[config.mk]
export PLATFORM = sky130hd
export DESIGN_NAME = ext_mem_bridge
export DESIGN_NICKNAME = d
export VERILOG_FILES = /design/src/rtl/ext_mem_bridge.sv
export SDC_FILE = /design/constraint.sdc
export NUM_CORES = 1
export LEC_CHECK = 0
export BUFFER_PORTS_ARGS = -buffer_cell sky130_fd_sc_hd__buf_4
export CORE_ASPECT_RATIO = 1.2
export CORE_UTILIZATION = 35
export DETAILED_ROUTE_END_ITERATION = 7
export GPL_TIMING_DRIVEN = 0
export SLEW_MARGIN = 20
export SYNTH_ARGS = -nofsm -noshare
export SYNTH_HDL_FRONTEND = slang
export SYNTH_SLANG_ARGS = --single-unit
[constraint.sdc]
create_clock -name clk -period 5.1 [get_ports clk]
set_clock_uncertainty 0.15 [all_clocks]
set_input_delay 1.02 -clock clk [delete_from_list [all_inputs] [get_ports clk]]
set_output_delay 1.02 -clock clk [all_outputs]
set_load 0.1 [all_outputs]
[src/rtl/ext_mem_bridge.sv]
// Byte-serial bus master: carries one 16-bit core memory request at a time over an 8-bit strobe/ack pin bus.
// Optional per-beat ack timeout enabled by defining BRIDGE_TIMEOUT_EN.
module ext_mem_bridge #(
    parameter int TIMEOUT_CYCLES = 15,
    parameter int TIMEOUT_W      = 8
) (
    input  logic        clk,
    input  logic        rst_n,
    input  logic        req_valid,
    output logic        req_ready,
    input  logic        req_we,
    input  logic [15:0] req_addr,
    input  logic [15:0] req_wdata,
    output logic        rsp_valid,
    output logic [15:0] rsp_rdata,
    output logic        rsp_err,
    output logic [7:0]  bus_out,
    output logic [7:0]  bus_oe,
    input  logic [7:0]  bus_in,
    output logic [1:0]  bus_ctl,
    output logic        bus_strb,
    input  logic        bus_ack
);

    if (TIMEOUT_CYCLES < 1 || TIMEOUT_CYCLES > 255 || TIMEOUT_CYCLES >= (1 << TIMEOUT_W)) begin : g_bad_timeout
        $error("ext_mem_bridge: TIMEOUT_CYCLES out of range for TIMEOUT_W");
    end

    typedef enum logic [2:0] {
        IDLE, ADDR_HI, ADDR_LO, WR_HI, WR_LO, RD_HI, RD_LO, RESP
    } state_t;

    state_t      state;
    state_t      state_next;
    logic        we_q;
    logic [15:0] addr_q;
    logic [15:0] wdata_q;
    logic [7:0]  rd_hi_q;
    logic [15:0] addr_src;
    logic [1:0]  ctl_next;
    logic [7:0]  out_next;
    logic        ack_beat;
    logic        timeout_hit;

    // bus_strb is registered from the state, so it doubles as the "in a beat" flag.
    assign ack_beat = bus_strb && bus_ack;

`ifdef BRIDGE_TIMEOUT_EN
    localparam logic [TIMEOUT_W-1:0] WAIT_LAST = TIMEOUT_W'(TIMEOUT_CYCLES - 1);

    logic [TIMEOUT_W-1:0] wait_cnt;
    logic                 err_q;

    // An ack in the final allowed cycle still completes the beat.
    assign timeout_hit = bus_strb && !bus_ack && (wait_cnt == WAIT_LAST);
    assign rsp_err     = err_q;

    always_ff @(posedge clk or negedge rst_n) begin
        if (!rst_n) begin
            wait_cnt <= '0;
            err_q    <= 1'b0;
        end else begin
            if (state_next != state) begin
                wait_cnt <= '0;
            end else if (bus_strb) begin
                wait_cnt <= wait_cnt + 1'b1;
            end
            err_q <= timeout_hit;
        end
    end
`else
    assign timeout_hit = 1'b0;
    assign rsp_err     = 1'b0;
`endif

    // NOTE: every always_comb output gets a default first so no path can infer a latch.
    always_comb begin
        state_next = state;
        case (state)
            IDLE:    if (req_valid) state_next = ADDR_HI;
            ADDR_HI: if (ack_beat)  state_next = ADDR_LO;
            ADDR_LO: if (ack_beat)  state_next = we_q ? WR_HI : RD_HI;
            WR_HI:   if (ack_beat)  state_next = WR_LO;
            WR_LO:   if (ack_beat)  state_next = RESP;
            RD_HI:   if (ack_beat)  state_next = RD_LO;
            RD_LO:   if (ack_beat)  state_next = RESP;
            RESP:    state_next = IDLE;
            default: state_next = IDLE;
        endcase
        if (timeout_hit) begin
            state_next = RESP;
        end
    end

    // The address is latched on the same edge that enters ADDR_HI, so take it from the port then.
    always_comb begin
        addr_src = (state == IDLE) ? req_addr : addr_q;
        ctl_next = 2'b00;
        out_next = 8'h00;
        case (state_next)
            ADDR_HI: begin ctl_next = 2'b01; out_next = addr_src[15:8]; end
            ADDR_LO: begin ctl_next = 2'b01; out_next = addr_q[7:0];    end
            WR_HI:   begin ctl_next = 2'b10; out_next = wdata_q[15:8];  end
            WR_LO:   begin ctl_next = 2'b10; out_next = wdata_q[7:0];   end
            RD_HI:   ctl_next = 2'b11;
            RD_LO:   ctl_next = 2'b11;
            default: ctl_next = 2'b00;
        endcase
    end

    // NOTE: all registered state uses non-blocking assignments so every flop samples pre-edge values.
    always_ff @(posedge clk or negedge rst_n) begin
        if (!rst_n) begin
            state     <= IDLE;
            req_ready <= 1'b1;
            rsp_valid <= 1'b0;
            rsp_rdata <= 16'h0000;
            bus_out   <= 8'h00;
            bus_oe    <= 8'h00;
            bus_ctl   <= 2'b00;
            bus_strb  <= 1'b0;
            we_q      <= 1'b0;
            addr_q    <= 16'h0000;
            wdata_q   <= 16'h0000;
            rd_hi_q   <= 8'h00;
        end else begin
            state     <= state_next;
            req_ready <= (state_next == IDLE);
            rsp_valid <= (state_next == RESP);
            bus_strb  <= (ctl_next != 2'b00);
            bus_ctl   <= ctl_next;
            bus_out   <= out_next;
            bus_oe    <= (ctl_next == 2'b01 || ctl_next == 2'b10) ? 8'hFF : 8'h00;

            if (state == IDLE && req_valid) begin
                we_q    <= req_we;
                addr_q  <= req_addr;
                wdata_q <= req_wdata;
            end
            if (state == RD_HI && ack_beat) begin
                rd_hi_q <= bus_in;
            end
            if (timeout_hit) begin
                rsp_rdata <= 16'h0000;
            end else if (state == RD_LO && ack_beat) begin
                rsp_rdata <= {rd_hi_q, bus_in};
            end
        end
    end

endmodule

---- After elaboration in Yosys (flattened, before gate mapping) ----
Cells that the tools add are included.
storage, ports and cells
  output and inout port bits .............. 38
  bits in registers ....................... 81
  logic and storage cells ................. 52
  input port bits ......................... 45
operators by class
  reduce and logical (&&, ||, !) cells .... 12
  mux-type cells .......................... 12
  equal/unequal tests ..................... 16
operators by type and width
  kind                                                 count
  case mux 8 bit (4 select lines)                      1
  equality test 3 bit, second input constant           8
  two-way mux 3 bit                                    7
  case mux 3 bit (7 select lines)                      1
  two-way mux 16 bit                                   1
  equality test 3 x 2 -> 1 bit, second input constant  4
  two-way mux 8 bit                                    1
  OR reduction 2 bit                                   4
  equality test 3 x 1 -> 1 bit, second input constant  2
  logical NOT 3 bit                                    2
  case mux 2 bit (3 select lines)                      1
  logical AND 1 bit                                    4
  equality test 2 x 1 -> 1 bit, second input constant  1
  equality test 2 bit, second input constant           1
  nonzero test 2 bit                                   1
  logical OR 1 bit                                     1

---- Logic depth before layout (Yosys ltp) ----
Gate-level depths: netlist of run 1.
  depth in word-level cells ............... 9
  mapped depth ............................ 11
  depth with buffers taken out ............ 9

---- Worst setup path before layout of run 1 ----
Ideal clock, no wire load.
  kind .................................... register -> register
  start point ............................. register bus_strb
  end point ............................... register bus_oe[6]
  library setup time ...................... 126 ps
  path buffers ............................ 1
  cell stages (with the launch flop) ...... 10
  data required time ...................... 4824 ps
  arrival ................................. 2760 ps
  path slack .............................. 2063 ps
  clock period less this slack ............ 3037 ps
  cell sequence ........................... dfrtp_1 > nand2_1 > o21a_1 > o21a_2 > inv_2 > buf_2 > ha_1 > nor2_1 > a31o_2 > ha_1
between the ends
  word-level cells in the longest chain between the ends .. 9
  elaborated cells between the ends (all ways) .. 21
  those cells by class .................... eq/ne (8); mux (8); reduce/logical (5)
RTL lines
  item                                                                        RTL line  RTL
  from (decl)                                                                 21        output logic bus_strb,
  from (signal assigned)                                                      130       bus_strb <= (ctl_next != 2'b00);
  logical AND 1 bit *                                                         46        assign ack_beat = bus_strb && bus_ack;
  two-way mux 3 bit, on equally long branches                                 -
  case mux 3 bit (7 select lines) *                                           79        case (state)
  equality test 3 bit, or another cell as far along                           100       case (state_next)
  OR reduction 2 bit (no line)                                                -
  case mux 2 bit (3 select lines) *                                           100
  equality test 2 x 1 -> 1 bit / equality test 2 bit (equally long branches)  133       bus_oe <= (ctl_next == 2'b01 || ctl_next == 2'b10) ? 8'hFF : 8'h00;
  logical OR 1 bit *                                                          133
  two-way mux 8 bit *                                                         133
  to (signal assigned)                                                        133
  to (decl)                                                                   18        output logic [7:0] bus_oe,
Every way passes the cells marked *; elsewhere a longest branch is shown, timed or not.
A chain may end at the register's enable or synchronous reset.

---- Worst setup path after layout of run 1 ----
  start point ............................. input bus_ack
  end point ............................... register bus_oe[6]
between the ends
  word-level cells in the longest chain between the ends .. 9
  elaborated cells between the ends (all ways) .. 21
  those cells by class .................... eq/ne (8); mux (8); reduce/logical (5)
RTL lines
  item                                                                        RTL line  RTL
  from (decl)                                                                 22        input logic bus_ack
  logical AND 1 bit *                                                         46
  two-way mux 3 bit, on equally long branches                                 -
  case mux 3 bit (7 select lines) *                                           79
  equality test 3 bit, or another cell as far along                           100
  OR reduction 2 bit (no line)                                                -
  case mux 2 bit (3 select lines) *                                           100
  equality test 2 x 1 -> 1 bit / equality test 2 bit (equally long branches)  133
  logical OR 1 bit *                                                          133
  two-way mux 8 bit *                                                         133
Marked as above.

==> results.md, run 1 <==
- Worst setup SP type: input pin
- Syn Nets: 295
- Routed WL: 6940 um
- Final setup vio count: 0
- PortBufs: 81
- Drc violations: 0
- Remaining antenna violation count after routing: 0
- CP top delay family: compound AO/OA/AOI/OAI gates
- Syn_area_per_cell: 13.5 sq um
- Worst-Skew Late Latency: 0.34 ns
- Slowest cell delay on critical path: 0.41 ns
- Slew of the pin with the lowest slew margin: 0.917 ns
- Initial core utilization: 36.6%
- Maxcap violations: 0
- RSZ-0062 raised after global routing: no
- Synth unique cells: 38
- Max FO, Critical Path: 10
- Sequential area share after synthesis: 55.2%
- Overflow after GRT: 0
- Crit path required time: 5.17 ns
- Wire length per cell: 14.9 um
- Setup bufs post-CTS: 0
- Via density per instance: 4.91
- Critical path startpoint: bus_ack
- Met1 Use GR: 19.8%
- GRT Total Usage: 15.3%
- Yosys top cell area share: 54.4%
- Status: completed
- Vias post-DR: 2284
- Mapped cell area: 3360 sq um
- CTS clk-pin slew, worst paths: 0.08 ns
- Clock Tree Root: clkbuf_8
- Total die area: 9980 sq um
- Beginning of the worst register-to-register path: bus_strb$_DFF_PN0_
- Achievable Freq: 330 MHz
- Slew Limit Fails: 0
- Post-synth EDFFs: 0
- Crit-path cells: buf_4 > nand2_1 > o21a_1 > o21a_2 > inv_2 > buf_2 > ha_1 > nor2_1 > a31o_2 > ha_1
- Antenna cell count: 0
- CTS Buf Count: 9
- Most frequent cell after synthesis: dfrtp_1
- DP Wirelength: 5070 um
- Register bit count reported by yosys: 74
- HP Class: flip-flop to flip-flop
- Initial drt markers: 97
- CTS tree: built
- CTS sink cnt: 74
- Synth warn: 0
- Pre-antenna DRT Iters: 5
- Critical Path Most Common Cell: ha_1
- Crit path DAT: 3.11 ns
- Final period util: 59.5%
- Crit path kind: input pin to flip-flop
- Post-synth top cells: dfrtp_1 (73), mux2_2 (52), buf_4 (13), mux2i_1 (9)
- Number of I/O pins: 83
- Top_reg_cell synth: dfrtp_1
- Yosys top cell by area: dfrtp_1
- Layout cells sized above 1: 53.0%
- Reg2reg path depth: 9
- CORE AREA: 9180 sq um
- Nets: 387
- Asr flop ratio synth: 100%
- Most used routing layer: met2
- CP endpoint: bus_oe[6]$_DFF_PN0_
- Main area contributors after synthesis: dfrtp_1 (54%), mux2_2 (17%), buf_4 (2.9%), mux2i_1 (2.7%), buf_6 (2.3%)
- RePlAce Congestion: 0.752
- Final hold viol count: 0
- Max Buffers Root-to-Sink: 2
- Relative slew slack: 38.8%
- Die Y: 109 um
- Met2 Usage GRT: 25.4%
- Minimum clock period: 3.03 ns
- Cells after synthesis: 248
- H-tree depth: 3
- Initial antenna violation count: 0
- First-pass GRT wire length: 11700 um
- RR Endpoint: bus_oe[6]$_DFF_PN0_
- Num rows: 38
- Crit path capture type: flip-flop
- Largest net degree at the start of global routing: 75
- Worst path depth: 10
- Hold buffers post-CTS: 0
- Met3 usage: 3.07%
- TNS Setup: 0 ns
- CP bufs+invs: 3
- R2r setup slk: 2.36 ns
- CP max-delay cell: ha_1
- Number of global-route vias before repair: 2299
- Post_cts resized: 0
- P&R area growth vs syn: 28.4%
- Die Wd: 91.4 um
-- worst min path at each step --
stage | from | end | slack (ns) | cells after the start
2_1_floorplan | wdata_q[13]$_DFFE_PN0P_ | wdata_q[13]$_DFFE_PN0P_ | 0.30 | 1
3_3_place_gp | wdata_q[14]$_DFFE_PN0P_ | wdata_q[14]$_DFFE_PN0P_ | 0.31 | 1
3_5_place_dp | wdata_q[14]$_DFFE_PN0P_ | wdata_q[14]$_DFFE_PN0P_ | 0.32 | 1
4_1_cts | wdata_q[14]$_DFFE_PN0P_ | wdata_q[14]$_DFFE_PN0P_ | 0.34 | 1
5_1_grt | wdata_q[14]$_DFFE_PN0P_ | wdata_q[14]$_DFFE_PN0P_ | 0.36 | 1
6_report | wdata_q[14]$_DFFE_PN0P_ | wdata_q[14]$_DFFE_PN0P_ | 0.33 | 1
-- cell usage in the layout (no fill, tap or decap), types with 5 or more instances in the layout --
master	n
mux2_1	5
nand3_1	8
inv_1	5
nand4_1	7
buf_6	7
mux2i_1	9
dfrtp_1	73
mux2_2	52
buf_4	94
clkbuf_8	9
o2111ai_1	7
and2_1	8
a32oi_1	7
a21oi_1	7
-- metal layers --
layer	vias up	wire (um)
met1	1113	3110
met5	-	0
met2	80	3370
li1	1081	-
met4	0	99
met3	10	356
-- sequential cells by signal, summed over array words and instances (netlist names) --
signal / cells
rsp_valid: 1
bus_out: 8
rsp_rdata: 16
we_q: 1
bus_strb: 1
bus_ctl: 2
req_ready: 1
bus_oe: 1
rd_hi_q: 8
wdata_q: 16
state: 3
addr_q: 16
-- cell type report --
class	count	area [sq um]
inverters	9	36.3
well taps	120	150
flip-flops and latches	74	1850
repair buffers	81	608
clock inverters	6	67.6
clock buffers	10	128
fillers	839	4870
multi-input cells	141	1270
plain buffers	24	196
-- metrics by stage --
step / utilization [%] / cells / hold WS (ns) / cell area [sq um] / setup slack (ns)
floorplan: - / 248 / 0.300 / 3360 / 2.06
global placement: 44.8 / 449 / 0.311 / 4110 / 1.76
detailed placement: 44.8 / 449 / 0.319 / 4110 / 1.72
CTS: 47.0 / 465 / 0.336 / 4310 / 2.08
global route: 47.0 / 465 / 0.355 / 4310 / 1.97
finish: 47.0 / 465 / 0.332 / 4310 / 2.07
-- kinds of logic (layout without fill, tap and decap cells) --
kind of cell / after synthesis / count (layout) / synth area share [%]
adder cells (fa/ha/maj): 2 / 2 / 0.746
AND/OR/NAND/NOR: 38 / 38 / 7.12
AO/OA/AOI/OAI: 34 / 34 / 8.05
multiplexers: 66 / 66 / 21.8
buffers and inverters: 33 / 130 / 6.94
flip-flops: 74 / 74 / 55.2
other: 1 / 1 / 0.112
Power of run 1 is left out: the tool's default activity adds up to more than one toggle a clock period on the data nets, which glitch-free logic cannot reach.
==> run 2, diff against run 1 <==
--- a/config.mk
+++ b/config.mk
@@ -5,6 +5,7 @@
 export SDC_FILE = /design/constraint.sdc
 export NUM_CORES = 1
 export LEC_CHECK = 0
+export ABC_AREA = 1
 export BUFFER_PORTS_ARGS = -buffer_cell sky130_fd_sc_hd__buf_4
 export CORE_ASPECT_RATIO = 1.2
 export CORE_UTILIZATION = 35
==> constraint.sdc (replaced) <==
create_clock -name clk -period 2.5 [get_ports clk]
set_clock_uncertainty 0.15 [all_clocks]
set_input_delay 0.5 -clock clk [delete_from_list [all_inputs] [get_ports clk]]
set_output_delay 0.5 -clock clk [all_outputs]
set_load 0.1 [all_outputs]
==> run 2 against run 1 <==
  * Via count up 25%
  * Flip-flop and latch count stayed put
  * Count of clock-buffer cells in the layout rose by 1
  * Sequential share of layout area about the same
  * First-iteration DRC count up 54%
  * Critical path depth increased by 4
  * Cell count is 35% higher
  * Routed wire length rose by 15%
  * Non-clock buffer count did not move
  * Die area shrank 0.25%
  * Critical path type is now flip-flop to flip-flop
  * Largest cell class unchanged
==> results.md, run 2 <==
- Status: completed
- Yosys top cell area share: 54.6% (+0.14 points)
- GRT Total Usage: 17.1% (+1.7 points)
- Top_reg_cell synth: dfrtp_1
- Layout cells sized above 1: 26.7% (-26 points)
- Pre-antenna DRT Iters: 4 (-1)
- Main area contributors after synthesis: dfrtp_1 (55%), nand2_1 (21%), inv_1 (3.9%), nand3_1 (3.4%), nand4_1 (3.2%)
- Final setup margin: 0.137 ns (-1.93 ns)
- Max FO, Critical Path: 10 (unchanged)
- HP Class: input pin to asynchronous set/reset pin
- Relative slew slack: 39.2% (+0.35 points)
- Final setup vio count: 0 (unchanged)
- Crit path required time: 2.59 ns (-2.58 ns)
- Synth unique cells: 22 (-42%)
- Worst-Skew Late Latency: 0.35 ns (about the same)
- Initial drt markers: 149 (+54%)
- Sequential area share after synthesis: 55.4% (+0.14 points)
- CTS clk-pin slew, worst paths: 0.08 ns (about the same)
- Fill cells: 924 (+10%)
- Area occupied by multi-input gates: 1250 sq um (-1.9%)
- Largest regs: addr_q (16), rsp_rdata (16), wdata_q (16)
- CTS tree: built
- Syn_area_per_cell: 8.20 sq um (-39%)
- Hold buffers post-CTS: 0 (unchanged)
- Initial antenna violation count: 0 (unchanged)
- Register bit count reported by yosys: 74 (unchanged)
- H-tree depth: 3 (unchanged)
- CP bufs+invs: 4 (+1)
- Cells after synthesis: 408 (+65%)
- Initial core utilization: 36.5% (-0.095 points)
- Final hold viol count: 0 (unchanged)
- Largest net degree at the start of global routing: 75 (unchanged)
- FF/Latch Area: 1860 sq um (+0.27%)
- Placed cells: 609 (+36%)
- DP Wirelength: 5690 um (+12%)
- Drc violations: 0 (unchanged)
- Wire length per cell: 12.8 um (-14%)
- Commonest cells after routing, fill and taps aside: nand2_1 (182), buf_4 (91), dfrtp_1 (71)
- Maxcap violations: 0 (unchanged)
- Mapped cell area: 3350 sq um (-0.26%)
- Vias post-DR: 2849 (+25%)
- Clock Tree Root: clkbuf_8
- CTS sink cnt: 74 (unchanged)
- Overflow after GRT: 0 (unchanged)
- Crit path DAT: 2.45 ns (-0.66 ns)
- Final period util: 94.5%
- Die Wd: 91.3 um (-0.13%)
- CORE AREA: 9180 sq um (unchanged)
- Remaining antenna violation count after routing: 0 (unchanged)
- Worst setup SP type: flip-flop
- Antenna cell count: 0 (unchanged)
- Most frequent cell after synthesis: nand2_1
- RePlAce Congestion: 0.843 (+12%)
- Crit-path cells: nand2_2 > nand2_2 > inv_1 > nor2_1 > nor2_1 > nand2_1 > clkbuf_4 > ha_1 > inv_1 > nor2_4 > a21oi_1 > nand2_1 > inv_1 > ha_1
- First-pass GRT wire length: 12900 um (+10%)
- Achievable Freq: 423 MHz
- Total die area: 9960 sq um (-0.25%)
- Nets: 548 (+42%)
- Minimum clock period: 2.36 ns
- Via density per instance: 4.55 (-7.3%)
- PortBufs: 81 (unchanged)
- Syn Nets: 455 (+54%)
- P&R area growth vs syn: 29.2%
- Synth warn: 0 (unchanged)
- Commonest non-fill, non-tap cell in the layout: nand2_1
- Critical Path Most Common Cell: inv_1
- Non-Filler Instances: 626 (+35%)
- Post-synth top cells: nand2_1 (184), dfrtp_1 (73), inv_1 (35), nand3_1 (23)
- Die Y: 109 um (-0.13%)
- CTS Buf Count: 9 (unchanged)
- Crit path kind: flip-flop to flip-flop
- RSZ-0062 raised after global routing: no
- Crit path capture type: flip-flop
- Max Buffers Root-to-Sink: 2 (unchanged)
- Slowest cell delay on critical path: 0.49 ns (+0.08 ns)
- Slew of the pin with the lowest slew margin: 0.912 ns (-0.00524 ns)
- Slew Limit Fails: 0 (unchanged)
- Num rows: 38 (unchanged)
- Post-synth EDFFs: 0 (unchanged)
- CP max-delay cell: dfrtp_4
- CP top delay family: simple AND/OR/NAND/NOR gates
- Number of global-route vias before repair: 2653 (+15%)
- Yosys top cell by area: dfrtp_1
- Routed WL: 8010 um (+15%)
- Pre-CTS setup slack: -0.186 ns (-1.90 ns)
- Number of I/O pins: 83 (unchanged)
- Asr flop ratio synth: 100% (unchanged)
==> run 2: cell count changes in the layout (fill, tap and decap cells not counted), moves of 7 or more <==
cell	previous run	this run
buf_6	7	0
o21ai_0	2	17
a32oi_1	7	0
clkbuf_1	1	8
mux2_2	52	8
nand3_1	8	23
nor2_1	1	10
and2_1	8	0
mux2i_1	9	0
o2111ai_1	7	0
nand4_1	7	17
nand2_1	4	182
inv_1	5	35
==> run 2: metal layers <==
metal	GRT usage [%]	up-vias	part of all wire [%]
li1	-	1450	-
met1	21.7	1291	44
met2	28.0	99	48
met3	4.25	9	7.0
met4	6.80	0	1.3
met5	0	-	0
==> run 2: final cells by class <==
| class | count | area share [%] |
|---|---|---|
| Clock inverter | 5 | 0.897 |
| Tap cell | 120 | 3.47 |
| Multi-Input combinational cell | 274 | 28.8 |
| Clock buffer | 11 | 3.27 |
| Sequential cell | 74 | 43.0 |
| Timing Repair Buffer | 82 | 14.2 |
| Inverter | 37 | 3.21 |
| Buffer | 23 | 3.10 |
==> run 2: what timing repair did <==
item / 4_1_cts / 5_1_grt
gates resized for setup: 1 / 6
pin swaps: 0 / 1
setup buffers: 0 / 1
setup endpoints to repair: 1 / 2
==> run 2: logic make-up (layout without fill, tap and decap cells) <==
logic type      Yosys count  in the layout  share of synthesized area, %
other cells               1              1                         0.112
buf+inv                  60            158                          8.00
fa+ha+maj                 2              2                         0.748
simple gates            244            244                          30.2
mux                       8              8                          2.69
compound gates           19             19                          2.84
flops                    74             74                          55.4
==> run 2: metrics by stage <==
stage                     TNS, ns  utilization, %  cell area, sq um  hold slack, ns
after floorplan                 0               -              3360          0.0544
after global placement     -0.194            44.8              4110           0.312
after detailed placement   -0.303            44.8              4110           0.316
after CTS                       0            46.8              4300           0.175
after global routing            0            47.1              4320           0.188
final                           0            47.1              4320           0.125
==> run 2: final timing paths <==
kind | to | from | depth (start not counted) | slack [ns]
max reg2reg | bus_oe[6]$_DFF_PN0_ | bus_strb$_DFF_PN0_ | 14 | 0.14
min | rd_hi_q[5]$_DFFE_PN0P_ | rst_n | 1 | 0.13
min reg2reg | rd_hi_q[4]$_DFFE_PN0P_ | rd_hi_q[4]$_DFFE_PN0P_ | 2 | 0.33
max in group asynchronous | bus_strb$_DFF_PN0_ | rst_n | 1 | 1.38
max | bus_oe[6]$_DFF_PN0_ | bus_strb$_DFF_PN0_ | 14 | 0.14
min in group clk | wdata_q[0]$_DFFE_PN0P_ | req_wdata[0] | 3 | 0.19
Power of run 2 is left out for the same reason.
